<file path="src/rtl/sar_integ_ctrl.sv">
// sar_integ_ctrl
// SAR sequencer for an ADC whose comparator is a clocked integrating
// amplifier followed by a latch. Each conversion runs in this order:
//   1. Track the input for T_SAMPLE cycles.
//   2. For each bit, MSB first:
//      - integrate for T_INT cycles;
//      - spend one evaluate cycle in which the latch decision is captured.
//   3. Publish the result on a valid/ready port.
// Every output comes straight from a flop.
//
// Ports:
//   clk, rst          clock; synchronous active-high reset
//   start             conversion request (accepted only when idle and the
//                     output port is free or being drained this cycle)
//   comp_p, comp_n    latch outputs; equal values mean an unresolved decision
//   sample            track switch enable
//   amp_en            integrating amplifier enable (0 = hold / evaluate)
//   dac_code[NBIT]    trial code for the capacitive DAC
//   busy              conversion in progress
//   dout[NBIT]        last conversion result
//   dout_valid        dout holds an unconsumed result
//   dout_ready        downstream accepts dout
//   err_meta          the result on dout contains an unresolved decision
module sar_integ_ctrl #(
  parameter int NBIT     = 8,
  parameter int T_SAMPLE = 2,
  parameter int T_INT    = 1
) (
  input  logic            clk,
  input  logic            rst,
  input  logic            start,
  input  logic            comp_p,
  input  logic            comp_n,
  output logic            sample,
  output logic            amp_en,
  output logic [NBIT-1:0] dac_code,
  output logic            busy,
  output logic [NBIT-1:0] dout,
  output logic            dout_valid,
  input  logic            dout_ready,
  output logic            err_meta
);

  localparam int TMAX = (T_SAMPLE > T_INT) ? T_SAMPLE : T_INT;
  localparam int CW   = (TMAX > 1) ? $clog2(TMAX) : 1;
  localparam int KW   = $clog2(NBIT);

  typedef enum logic [2:0] {
    S_IDLE,
    S_SAMPLE,
    S_INTEG,
    S_DECIDE,
    S_DONE
  } state_t;

  state_t          state, state_nxt;
  logic [CW-1:0]   cnt, cnt_nxt;
  logic [KW-1:0]   k, k_nxt;
  logic            meta, meta_nxt;
  logic [NBIT-1:0] code_nxt, dout_nxt;
  logic            err_meta_nxt, dout_valid_nxt;
  logic            sample_nxt, amp_en_nxt, busy_nxt;

  always_ff @(posedge clk) begin
    if (rst) begin
      state      <= S_IDLE;
      cnt        <= '0;
      k          <= '0;
      meta       <= 1'b0;
      dac_code   <= '0;
      dout       <= '0;
      err_meta   <= 1'b0;
      dout_valid <= 1'b0;
      sample     <= 1'b0;
      amp_en     <= 1'b0;
      busy       <= 1'b0;
    end else begin
      state      <= state_nxt;
      cnt        <= cnt_nxt;
      k          <= k_nxt;
      meta       <= meta_nxt;
      dac_code   <= code_nxt;
      dout       <= dout_nxt;
      err_meta   <= err_meta_nxt;
      dout_valid <= dout_valid_nxt;
      sample     <= sample_nxt;
      amp_en     <= amp_en_nxt;
      busy       <= busy_nxt;
    end
  end

  // Next-state and next-output logic. Outputs are derived from the next
  // state so that the registered versions line up with the state register.
  always_comb begin
    state_nxt      = state;
    cnt_nxt        = cnt;
    k_nxt          = k;
    meta_nxt       = meta;
    code_nxt       = dac_code;
    dout_nxt       = dout;
    err_meta_nxt   = err_meta;
    dout_valid_nxt = dout_valid & ~dout_ready;

    case (state)
      S_IDLE: begin
        // A result being drained this cycle frees the port for a new start.
        if (start && (!dout_valid || dout_ready)) begin
          state_nxt = S_SAMPLE;
          cnt_nxt   = '0;
          k_nxt     = KW'(NBIT - 1);
          code_nxt  = '0;
          code_nxt[NBIT-1] = 1'b1;
          meta_nxt  = 1'b0;
        end
      end
      S_SAMPLE: begin
        if (cnt == CW'(T_SAMPLE - 1)) begin
          state_nxt = S_INTEG;
          cnt_nxt   = '0;
        end else begin
          cnt_nxt = cnt + CW'(1);
        end
      end
      S_INTEG: begin
        if (cnt == CW'(T_INT - 1)) begin
          state_nxt = S_DECIDE;
          cnt_nxt   = '0;
        end else begin
          cnt_nxt = cnt + CW'(1);
        end
      end
      S_DECIDE: begin
        // An unresolved latch (comp_p == comp_n) clears the bit and flags it.
        code_nxt[k] = comp_p & ~comp_n;
        if (comp_p == comp_n) begin
          meta_nxt = 1'b1;
        end
        if (k != '0) begin
          code_nxt[k - KW'(1)] = 1'b1;
          k_nxt     = k - KW'(1);
          state_nxt = S_INTEG;
        end else begin
          state_nxt = S_DONE;
        end
      end
      S_DONE: begin
        dout_nxt       = dac_code;
        err_meta_nxt   = meta;
        dout_valid_nxt = 1'b1;
        code_nxt       = '0;
        state_nxt      = S_IDLE;
      end
      default: begin
        state_nxt = S_IDLE;
      end
    endcase

    sample_nxt = (state_nxt == S_SAMPLE);
    amp_en_nxt = (state_nxt == S_INTEG);
    busy_nxt   = (state_nxt != S_IDLE);
  end

endmodule

</file>
<file path="config.mk">
export PLATFORM = sky130hd
export DESIGN_NAME = sar_integ_ctrl
export DESIGN_NICKNAME = d
export VERILOG_FILES = /design/src/rtl/sar_integ_ctrl.sv
export SDC_FILE = /design/constraint.sdc
export NUM_CORES = 1
export LEC_CHECK = 0
export ABC_AREA = 1
export CORE_MARGIN = 2
export CORE_UTILIZATION = 46
export CTS_CLUSTER_DIAMETER = 150
export DETAILED_ROUTE_END_ITERATION = 10
export PLACE_DENSITY = 0.85
export SYNTH_ARGS = -nofsm -noshare
export SYNTH_HDL_FRONTEND = slang
export SYNTH_SLANG_ARGS = --single-unit
</file>
<file path="constraint.sdc">
create_clock -name clk -period 1.3 [get_ports clk]
set_input_delay 0.26 -clock clk [delete_from_list [all_inputs] [get_ports clk]]
set_output_delay 0.26 -clock clk [all_outputs]
set_load 0.03 [all_outputs]
</file>
* Word level (Yosys, flattened, before mapping) *
Cells that the tools add are included.

word-level totals
  output and inout bits = 21
  logic and storage cells = 70
  bits of input ports = 6
  flip-flop bits (word level) = 29

operators by class
  $lt $le $gt $ge = 4
  reduce and logical (&&, ||, !) cells = 15
  bitwise logic cells = 5
  multiplexer cells = 23
  add/sub/neg operators = 2
  equal/unequal tests = 10

operators with widths
  operator             number
  $pmux 8 s3           1
  $mux 3               6
  $mux 8               2
  $pmux 3 s4           1
  $reduce_bool 3->1    4
  $eq 3x2->1 const B   3
  $bwmux 8             1
  $lt 3x4->1 const B   2
  $or 8x8->8           1
  $mux 1               7
  $demux 1 s3          2
  $eq 3x1->1 const B   2
  $ge 3x1->1 const B   2
  $ne 2x2->1 const B   3
  $pmux 3 s2           1
  $reduce_and 3->1     2
  $reduce_and 2->1     2
  $eq 3x3->1 const B   1
  $logic_and 1x1->1    3
  $logic_not 3->1      1
  $pmux 1 s3           1
  $sub 3x1->3 const B  1
  $and 1x1->1          2
  $not 1->1            2
  6 further kinds      6

* Longest topological paths before layout *
Gate-level depths: netlist of run 1.

  word-level depth = 8
  gate-level depth with buffers = 11
  gate-level depth less buffers = 10

* Worst setup path after synthesis of run 1 *
OpenSTA, ideal clock, no wires.

  path type = register to register
  start point = reg k[1]
  end point = reg dac_code[1]
  setup time = 0.071 ns
  stages on the path, launching flop included = 9
  buffers on the path = 0
  data required time = 1.229 ns
  data arrival time = 1.283 ns
  slack = -0.054 ns
  clock period less this slack = 1.354 ns
  path through = dfxtp_1 -> inv_1 -> ha_1 -> inv_1 -> nor2_1 -> nand2_1 -> nand2_1 -> nand2_1 -> a21oi_1

on the way
  word-level cells in the longest chain between the ends = 8
  elaborated cells between the ends (all ways) = 16
  those cells by class = add/sub (1); order compare (4); mux (7); bitwise (1); reduce/logical (3)

RTL lines
  item                                                               RTL line  RTL
  start: declaration                                                 58        logic [KW-1:0] k, k_nxt;
  start signal: assignment                                           80        k <= k_nxt;
  $sub 3x1->3 (tied with other cells)                                139       code_nxt[k - KW'(1)] = 1'b1;
  $lt 3x4->1 (implied by the code) (tied with other cells)           139
  $logic_and 1x1->1 (implied by the code) or $mux 1 (tied branches)  139, 134
  $mux 1 (implied by the code) or $demux 1 s3 (tied branches)        139, 134
  $demux 1 s3 or $bwmux 8 (tied branches)                            139, 134
  $or 8x8->8 (no line)                                               --
  $mux 8 (*)                                                         138       if (k != '0) begin
  $pmux 8 s3 (*)                                                     104       case (state)
  end signal: assignment                                             82        dac_code <= code_nxt;
  end: declaration                                                   36        output logic [NBIT-1:0] dac_code,

Every way passes the cells marked *; elsewhere a longest branch is shown, timed or not.
A chain may end at the register's enable or synchronous reset.

* Worst setup path in the final report of run 1 *
  start point = reg dout_valid
  end point = out dout_valid

RTL lines
  item                      RTL line  RTL
  start: declaration        39        output logic dout_valid,
  start signal: assignment  85        dout_valid <= dout_valid_nxt;

No word-level cell between the ends.

==> flow_metrics.tcl, run 1 <==
set metrics [dict create \
    drive_above_1_share_pct 32.5 \
    p_int_w 0.00132 \
    dieHeight_um 60.1 \
    status "finished clean" \
    cp.required_ns 1.04 \
    cts_sinks 29 \
    stdcell_count 293 \
    ant_nets 0 \
    final-hold-violation-count 0 \
    synthArstFlopShare_pct 0 \
    tritoncts "done" \
    min_path_type "reg -> reg" \
    diodes 0 \
    antenna_found_initial 0 \
    post-route-util_pct 63.6 \
    p_sw_share_pct 33.3 \
    cp_max_fo 3 \
    period_share_pct 96.2 \
    drt-wirelength-per-cell_um 11.9 \
    dp_cells 284 \
    first_global_vias 1297 \
    drcViolationCount 0 \
    port-buffer-count 26 \
    critPathTopFamily "flip-flops" \
    layout_setup_ws_ns 0.0492 \
    grt_overflow 0 \
    startpoint_type "flop" \
    ys_seq_area_share_pct 40.1 \
    vias 1451 \
    slew_headroom_pct 69.2 \
    die_w_um 60.1 \
    drt_iter0_drc 53 \
    area.sequential_um2 588 \
    clock_latency_ns 0.34 \
    synth_fp_nets 216 \
    setup_viol 0 \
    yosys-top-cells-area "dfxtp_1 (40%), nand2_1 (17%), a21oi_1 (6.6%)" \
    clk_pin_slew_ns 0.09 \
    power_frac_seq_pct 48.1 \
    globalRouteTotalUtil_pct 21.7 \
    syn_area_um2 1450 \
    max_freq_mhz 799 \
    skew_ns 0.00816 \
    cts-root-buf "clkbuf_4" \
    worst-path-buf-inv 1 \
    syn_to_final_growth_pct 33.1 \
    ir_drop_mv 0.560 \
    viasPerCell 4.95 \
    slew_viol_final 0 \
    worstPathCellList "clkdlybuf4s15_2" \
    rsz0062_at_grt "true" \
    yosysUniqueCellTypes 23 \
    start_util_pct 47.8 \
    synth_edf_count 0 \
    p_leak_nw 0.883 \
    power_frac_clock_pct 27.4 \
    dp_hpwl_mm 2.47 \
    slowest_delay_ns 0.36 \
    gp_congestion 0.892 \
    multiInputGateArea_um2 802 \
    worstMarginPinSlew_ns 0.461 \
    fillCellCount 276 \
    combPwrFrac_pct 24.5 \
    synth_most_common_cell "nand2_1" \
    cts_made_buffers 5 \
    place_ws_ns -0.242 \
    clk_path_buf_depth 2 \
    fin_crit_ns 1.25 \
    dominantRegCellSynth "dfxtp_1" \
    power_density_nw_per_um2 1020 \
    dieArea_um2 3610 \
    dr.pass1.iters 4 \
    syn_inst 207 \
    ys_warn_count 0 \
    synth_top_area_cell "dfxtp_1" \
    synth_commonest_cells "nand2_1 (64), dfxtp_1 (29), inv_1 (21)" \
    maxCapViolations 0 \
    rows 20 \
    grt_max_degree 15 \
    wl_mm 3.48 \
    grt_pass1_wl_mm 5.67 \
    core_um2 3030 \
    slowest_stage "dfxtp_1" \
    critPathKind "reg -> out" \
    end_kind "primary output" \
    syn_area_per_cell_um2 6.99 \
    ioPinCount 27 \
    crit_arrival_ns 0.99 \
    nNetsFinal 257 \
    ys_ff_latch 29 \
    synth_top_area_share_pct 40.1 \
    cts_max_level 2 \
    p_switching_w 0.000657 \
]
## tightest hold or removal path, cell delays in order, from the launching register on
cell and delay, ns:
dfxtp_1 0.32, nand2_1 0.06, a21oi_1 0.05
## layout by cell type, fill, tap and decap left out
| cell type | n |
|---|---|
| nor2_4 | 5 |
| o21ai_1 | 5 |
| clkbuf_4 | 5 |
| buf_12 | 1 |
| ha_4 | 2 |
| a21oi_1 | 18 |
| o31ai_1 | 1 |
| nor2_2 | 4 |
| nand2_1 | 60 |
| nor2_1 | 16 |
| ha_2 | 1 |
| dfxtp_1 | 23 |
| buf_4 | 21 |
| nor2_8 | 1 |
| clkdlybuf4s15_2 | 7 |
| inv_2 | 3 |
| dfxtp_2 | 6 |
| inv_1 | 17 |
| o21ai_0 | 12 |
| clkdlybuf4s50_1 | 5 |
| nand3_1 | 9 |
| inv_4 | 3 |
| nand2_4 | 2 |
| a21oi_2 | 3 |
| a21boi_0 | 1 |
| o21ai_2 | 4 |
| buf_2 | 3 |
| nand2_2 | 5 |
| clkinv_2 | 2 |
| clkbuf_2 | 3 |
| clkbuf_1 | 1 |
## path summary, 6_finish.rpt
path	from	to	slack [ns]	depth (start not counted)
setup reg to reg	k[0]	dac_code[0]	0.08	10
hold / removal	meta	meta	0.48	2
setup / recovery	dout_valid	dout_valid	0.05	1
hold reg to reg	meta	meta	0.48	2
## power groups by stage
stage | Sequential, W | Clock, W | Combinational [W]
3_3_place_gp | 0.000961 | 0 | 0.000409
6_report | 0.000948 | 0.000541 | 0.000484
2_1_floorplan | 0.000984 | 0 | 0.000264
4_1_cts | 0.000942 | 0.000545 | 0.000435
3_5_place_dp | 0.000962 | 0 | 0.000421
5_1_grt | 0.000952 | 0.000580 | 0.000534
## registers in the layout, summed over array words and instances, names as in the netlist
signal and flops:
state 3, dout 8, amp_en 1, dout_valid 1, dac_code 8, sample 1, cnt 1, busy 1
err_meta 1, meta 1, k 3
## metal layers
metal,wire [µm],global-route usage (%)
met1,1420,24.5
met2,1720,35.9
met3,261,8.01
met4,80,10.2
met5,0,0
## what timing repair did
item / CTS / global route
gates resized for setup: 41 / 33
hold buffers: 0 / 0
setup buffers: 0 / 1
setup endpoints to repair: 20 / 21
pin swaps: 1 / 9
## logic make-up after synthesis
logic type | after synthesis | share of synthesized area, %
DFF | 29 | 40.1
AOI/OAI and AO/OA | 44 | 16.9
adders and majority gates | 3 | 2.59
and+or+nand+nor | 102 | 30.9
buffers and inverters | 29 | 9.51
## cell type report
| cell class | count | share of cell area [%] |
|---|---|---|
| multi-input cells | 149 | 41.6 |
| flip-flops and latches | 29 | 30.5 |
| repair buffers | 40 | 17.5 |
| inverters | 23 | 4.87 |
| well taps | 44 | 2.86 |
| clock buffers | 6 | 2.14 |
| clock inverters | 2 | 0.519 |
## stage by stage
step	hold slack (ns)	setup TNS, ns	cell area (µm²)	total power [W]
after floorplan	0.329	0	1450	0.00125
after detailed placement	0.460	-3.53	1810	0.00138
after CTS	0.481	0	1900	0.00192
after global placement	0.453	-2.84	1810	0.00137
after global routing	0.508	-0.0510	1930	0.00207
final	0.477	0	1930	0.00197
No activity file was read; power rests on OpenSTA's default activity.
==> inputs of run 2 (changes only) <==
--- a/config.mk
+++ b/config.mk
@@ -11,6 +11,7 @@
 export CTS_CLUSTER_DIAMETER = 150
 export DETAILED_ROUTE_END_ITERATION = 10
 export PLACE_DENSITY = 0.85
+export SKIP_CTS_REPAIR_TIMING = 1
 export SYNTH_ARGS = -nofsm -noshare
 export SYNTH_HDL_FRONTEND = slang
 export SYNTH_SLANG_ARGS = --single-unit
==> run 2 against run 1 <==
Compared with the run above: combinational power is essentially flat; non-clock buffer count rose by 3; hold slack better by 0.0046 ns; largest power group unchanged; highest routed layer unchanged.
==> flow_metrics.tcl, run 2 (same netlist as run 1, synthesis figures left out) <==
set metrics [dict create \
    status "finished clean" \
    cts_sinks 29 \
    grt_max_degree 15 \
    p_total_w 0.00197 \
    ir_drop_mv 0.559 \
    clk_pin_slew_ns 0.10 \
    p_leak_nw 1.06 \
    slew_headroom_pct 67.2 \
    drive_above_1_share_pct 27.8 \
    globalRouteTotalUtil_pct 21.3 \
    grtUsageMet2_pct 34.6 \
    grt_use_met3_pct 8.01 \
    stdcell_count 296 \
    mostFrequentLayoutCell "nand2_1" \
    clock_latency_ns 0.34 \
    met1_usage_pct 24.3 \
    die_w_um 60.1 \
    cts-root-buf "clkbuf_4" \
    drt_iter0_drc 63 \
    max_freq_mhz 798 \
    maxCapViolations 0 \
    crit_arrival_ns 1.49 \
    fin_crit_ns 1.25 \
    cts_made_buffers 5 \
    antenna_found_initial 0 \
    grt_pass1_wl_mm 5.57 \
    first_global_vias 1287 \
    place_ws_ns -0.242 \
    skew_ns 0.00855 \
    dr.pass1.iters 4 \
    ant_nets 0 \
    mostFrequentLayoutCells "nand2_1 (61), dfxtp_1 (24), buf_4 (24)" \
    rows 20 \
    nNetsFinal 260 \
    startpoint_type "flop" \
    start_util_pct 47.8 \
    grt_overflow 0 \
    cp.required_ns 1.54 \
    largestRegisters "dac_code x8, dout x8" \
    diodes 0 \
    top_usage_layer "met2" \
    tritoncts "done" \
    cts_max_level 2 \
    slew_viol_final 0 \
    dp_hpwl_mm 2.47 \
    drt-wirelength-per-cell_um 11.8 \
    clk_path_buf_depth 2 \
    startpoint "k[0]" \
    hold_start "meta" \
    layout_setup_ws_ns 0.0472 \
    worstMarginPinSlew_ns 0.491 \
    critPathKind "reg -> reg" \
    dp_cells 284 \
    ioPinCount 27 \
    power_density_nw_per_um2 1010 \
    rsz0062_at_grt "true" \
    dieArea_um2 3610 \
    dieHeight_um 60.1 \
    post-route-util_pct 64.6 \
    setup_viol 0 \
    viasPerCell 4.87 \
    syn_to_final_growth_pct 35.1 \
    wl_mm 3.51 \
    cp_max_fo 4 \
    end_kind "flop" \
    reg2reg_from "k[0]" \
    dpl_cell_area_um2 1810 \
    core_um2 3030 \
    final-hold-violation-count 0 \
    gp_congestion 0.892 \
    port-buffer-count 26 \
    finish.instance_area_um2 1960 \
    min_path_type "reg -> reg" \
    period_share_pct 96.4 \
    vias 1441 \
    drcViolationCount 0 \
]
==> run 2: area by class of cell <==
cell class	instances	area, µm²
fill	273	1070
multi-input combinational	149	781
sequential	29	587
timing repair buffer	43	390
inverter	23	91.3
tap	44	55.1
clock buffer	6	41.3
clock inverter	2	10.0
==> run 2: final timing paths <==
path	cells past startpoint	end	slack, ns
worst min-delay path	2	meta	0.48
worst min register to register	2	meta	0.48
worst max-delay path	7	k[2]	0.05
worst max register to register	7	k[2]	0.05
==> run 2: metrics by stage <==
stage | hold slack (ns) | TNS, ns
2_1_floorplan | 0.329 | 0
3_3_place_gp | 0.453 | -2.84
3_5_place_dp | 0.460 | -3.53
4_1_cts | 0.481 | -4.39
5_1_grt | 0.508 | -0.408
6_report | 0.482 | 0
==> run 2: worst max-delay path: stages (launching register included) <==
cell	delay, ns
dfxtp_2	0.35
inv_4	0.08
ha_4	0.13
inv_2	0.03
o21ai_1	0.19
nand2_1	0.13
o21ai_0	0.19
a21oi_1	0.05
==> run 2: power breakdown <==
part	internal (W)	switching, W	total, W
Clock	0.000205	0.000334	0.000540
Sequential	0.000920	0.0000247	0.000945
Combinational	0.000198	0.000289	0.000486
Total	0.00132	0.000647	0.00197
==> run 2: per-layer routing <==
| metal | share of wire [%] | wire (µm) | up-vias |
|---|---|---|---|
| met2 | 50 | 1760 | 39 |
| met1 | 41 | 1440 | 650 |
| met5 | 0 | 0 | - |
| met3 | 6.2 | 218 | 9 |
| li1 | - | - | 743 |
| met4 | 2.3 | 79 | 0 |
==> inputs of run 3 (changes only) <==
--- a/config.mk
+++ b/config.mk
@@ -6,12 +6,11 @@
 export NUM_CORES = 1
 export LEC_CHECK = 0
 export ABC_AREA = 1
-export CORE_MARGIN = 2
+export CORE_MARGIN = 10
 export CORE_UTILIZATION = 46
 export CTS_CLUSTER_DIAMETER = 150
 export DETAILED_ROUTE_END_ITERATION = 10
 export PLACE_DENSITY = 0.85
-export SKIP_CTS_REPAIR_TIMING = 1
 export SYNTH_ARGS = -nofsm -noshare
 export SYNTH_HDL_FRONTEND = slang
 export SYNTH_SLANG_ARGS = --single-unit
==> run 3 against run 2 <==
Compared with the run above: highest routed layer unchanged; design area down 1.6%; wire length is 5.0% higher; clock power shrank 4.3%; critical path type is now reg -> out; critical endpoint is now busy; sequential power is 0.5% higher; final cell count down 1.4%; power barely moved; hold slack worse by 0.0037 ns; critical path depth shrank 6.
==> flow_metrics.tcl, run 3 (same netlist as run 1, synthesis figures left out) <==
set metrics [dict create \
    status "finished clean" \
    rsz0062_at_grt "true" \
    reg2reg_from "k[0]" \
    dieArea_um2 5790 \
    diodes 0 \
    top_usage_layer "met2" \
    max_freq_mhz 791 \
    ant_nets 0 \
    cts-root-buf "clkbuf_4" \
    largestRegisters "dac_code x8, dout x8" \
    dpl_cell_area_um2 1790 \
    hold_end "meta" \
    port-buffer-count 26 \
    cts.hold.buffers_added 0 \
    dieHeight_um 76.1 \
    rrSetupSlack_ns 0.08 \
    wl_mm 3.68 \
    nNetsFinal 256 \
    gp_congestion 0.922 \
    area.sequential_um2 588 \
    end_kind "primary output" \
    clk_pin_slew_ns 0.09 \
    worst-path-buf-inv 1 \
    cts_max_level 2 \
    multiInputGateArea_um2 817 \
    grt_pass1_wl_mm 6.56 \
    clock_latency_ns 0.32 \
    core_um2 3030 \
    worstPathCellList "clkdlybuf4s15_1" \
    hold_start "meta" \
    ioPinCount 27 \
    worstMarginPinSlew_ns 0.470 \
    die_w_um 76.1 \
    critPathKind "reg -> out" \
    cts_made_buffers 5 \
    crit_arrival_ns 1.00 \
    slowest_stage "clkdlybuf4s15_1" \
    viasPerCell 4.96 \
    mostFrequentLayoutCell "nand2_1" \
    tritoncts "done" \
    min_path_cells 2 \
    r2r-end "dac_code[4]" \
    first_global_vias 1548 \
    grt_use_met3_pct 5.54 \
    final-hold-violation-count 0 \
    slew_headroom_pct 68.6 \
    drcViolationCount 0 \
    vias 1449 \
    maxCapViolations 0 \
    holdWs_ns 0.478 \
    drt_iter0_drc 56 \
    slew_viol_final 0 \
    start_util_pct 47.8 \
    mostFrequentLayoutCells "nand2_1 (59), dfxtp_1 (23), buf_4 (22)" \
    cp.required_ns 1.04 \
    cp_max_fo 1 \
    skew_ns 0.00318 \
    startpoint_type "flop" \
    fin_crit_ns 1.26 \
    drt-wirelength-per-cell_um 12.6 \
    syn_to_final_growth_pct 32.9 \
    slowest_delay_ns 0.36 \
    rows 20 \
    r2r_cells 8 \
    grt_overflow 0 \
    dr.pass1.iters 4 \
    dp_hpwl_mm 2.72 \
    cts_sinks 29 \
    clk_path_buf_depth 2 \
    globalRouteTotalUtil_pct 13.0 \
    period_share_pct 97.2 \
    p_total_w 0.00197 \
    path_depth 1 \
    ir_drop_mv 0.628 \
    fillCellCount 272 \
    min_path_type "reg -> reg" \
    antenna_found_initial 0 \
    power_density_nw_per_um2 1020 \
    finish.instance_area_um2 1920 \
    grt_max_degree 15 \
    setup_viol 0 \
    met1_usage_pct 13.6 \
    drive_above_1_share_pct 32.7 \
    grtUsageMet2_pct 22.3 \
    critPathTopFamily "buffers and inverters" \
    p_leak_nw 0.883 \
]
[run 3: changes by cell type in the layout (fill, tap and decap cells not counted), moves of 3 or more]
cell | previous run | this run
dlymetal6s2s_1 | 10 | 0
clkdlybuf4s15_2 | 0 | 3
nor2_2 | 7 | 4
clkbuf_2 | 3 | 6
nor2_4 | 2 | 6
[run 3: worst max path at each step]
stage	startpoint	to	slack [ns]
5_1_grt	k[1]	dac_code[2]	-0.03
4_1_cts	dout[5]	dout[5]	0.001
3_5_place_dp	comp_p	dac_code[7]	-0.25
6_report	busy	busy	0.04
2_1_floorplan	k[0]	dac_code[7]	0.01
3_3_place_gp	comp_p	dac_code[7]	-0.23
[run 3: power breakdown]
part | internal, W | leakage [nW] | total [W] | switching, W
clock network | 0.000206 | 0.0320 | 0.000517 | 0.000311
registers | 0.000921 | 0.238 | 0.000950 | 0.0000283
logic | 0.000197 | 0.613 | 0.000506 | 0.000309
total | 0.00132 | 0.883 | 0.00197 | 0.000648
[run 3: layer usage]
| metal | part of all wire, % | vias to the layer above |
|---|---|---|
| met5 | 0 | - |
| met4 | 1.4 | 0 |
| met3 | 7.4 | 7 |
| met2 | 48 | 36 |
| met1 | 43 | 669 |
| li1 | - | 737 |
[run 3: what timing repair did]
item,4_1_cts,5_1_grt
resized for setup,29,36
setup endpoints to repair,18,26
buffers inserted,0,3
pin swaps,1,8
[run 3: cell type report]
class / count / area share [%]
Clock buffer: 6 / 2.15
Clock inverter: 2 / 0.520
Inverter: 23 / 4.88
Multi-Input combinational cell: 149 / 42.5
Sequential cell: 29 / 30.6
Tap cell: 44 / 2.86
Timing Repair Buffer: 39 / 16.6
[run 3: stage by stage]
| step | instances | setup TNS [ns] | setup slack, ns | util [%] |
|---|---|---|---|---|
| final | 292 | 0 | 0.0359 | 63.6 |
| after global routing | 292 | -0.0442 | -0.0255 | 63.6 |
| after CTS | 290 | 0 | 0.00111 | 61.7 |
| after detailed placement | 282 | -3.49 | -0.252 | 59.0 |
| after global placement | 282 | -2.93 | -0.230 | 59.0 |
| after floorplan | 207 | 0 | 0.0143 | - |
[run 3: worst register-to-register path: cells and delay by family (launching register included)]
kind,cells,cell delay (ns)
DFF,1,0.36
adders and majority gates,1,0.30
and+or+nand+nor,4,0.29
AOI/OAI and AO/OA,1,0.11
buffers and inverters,2,0.09
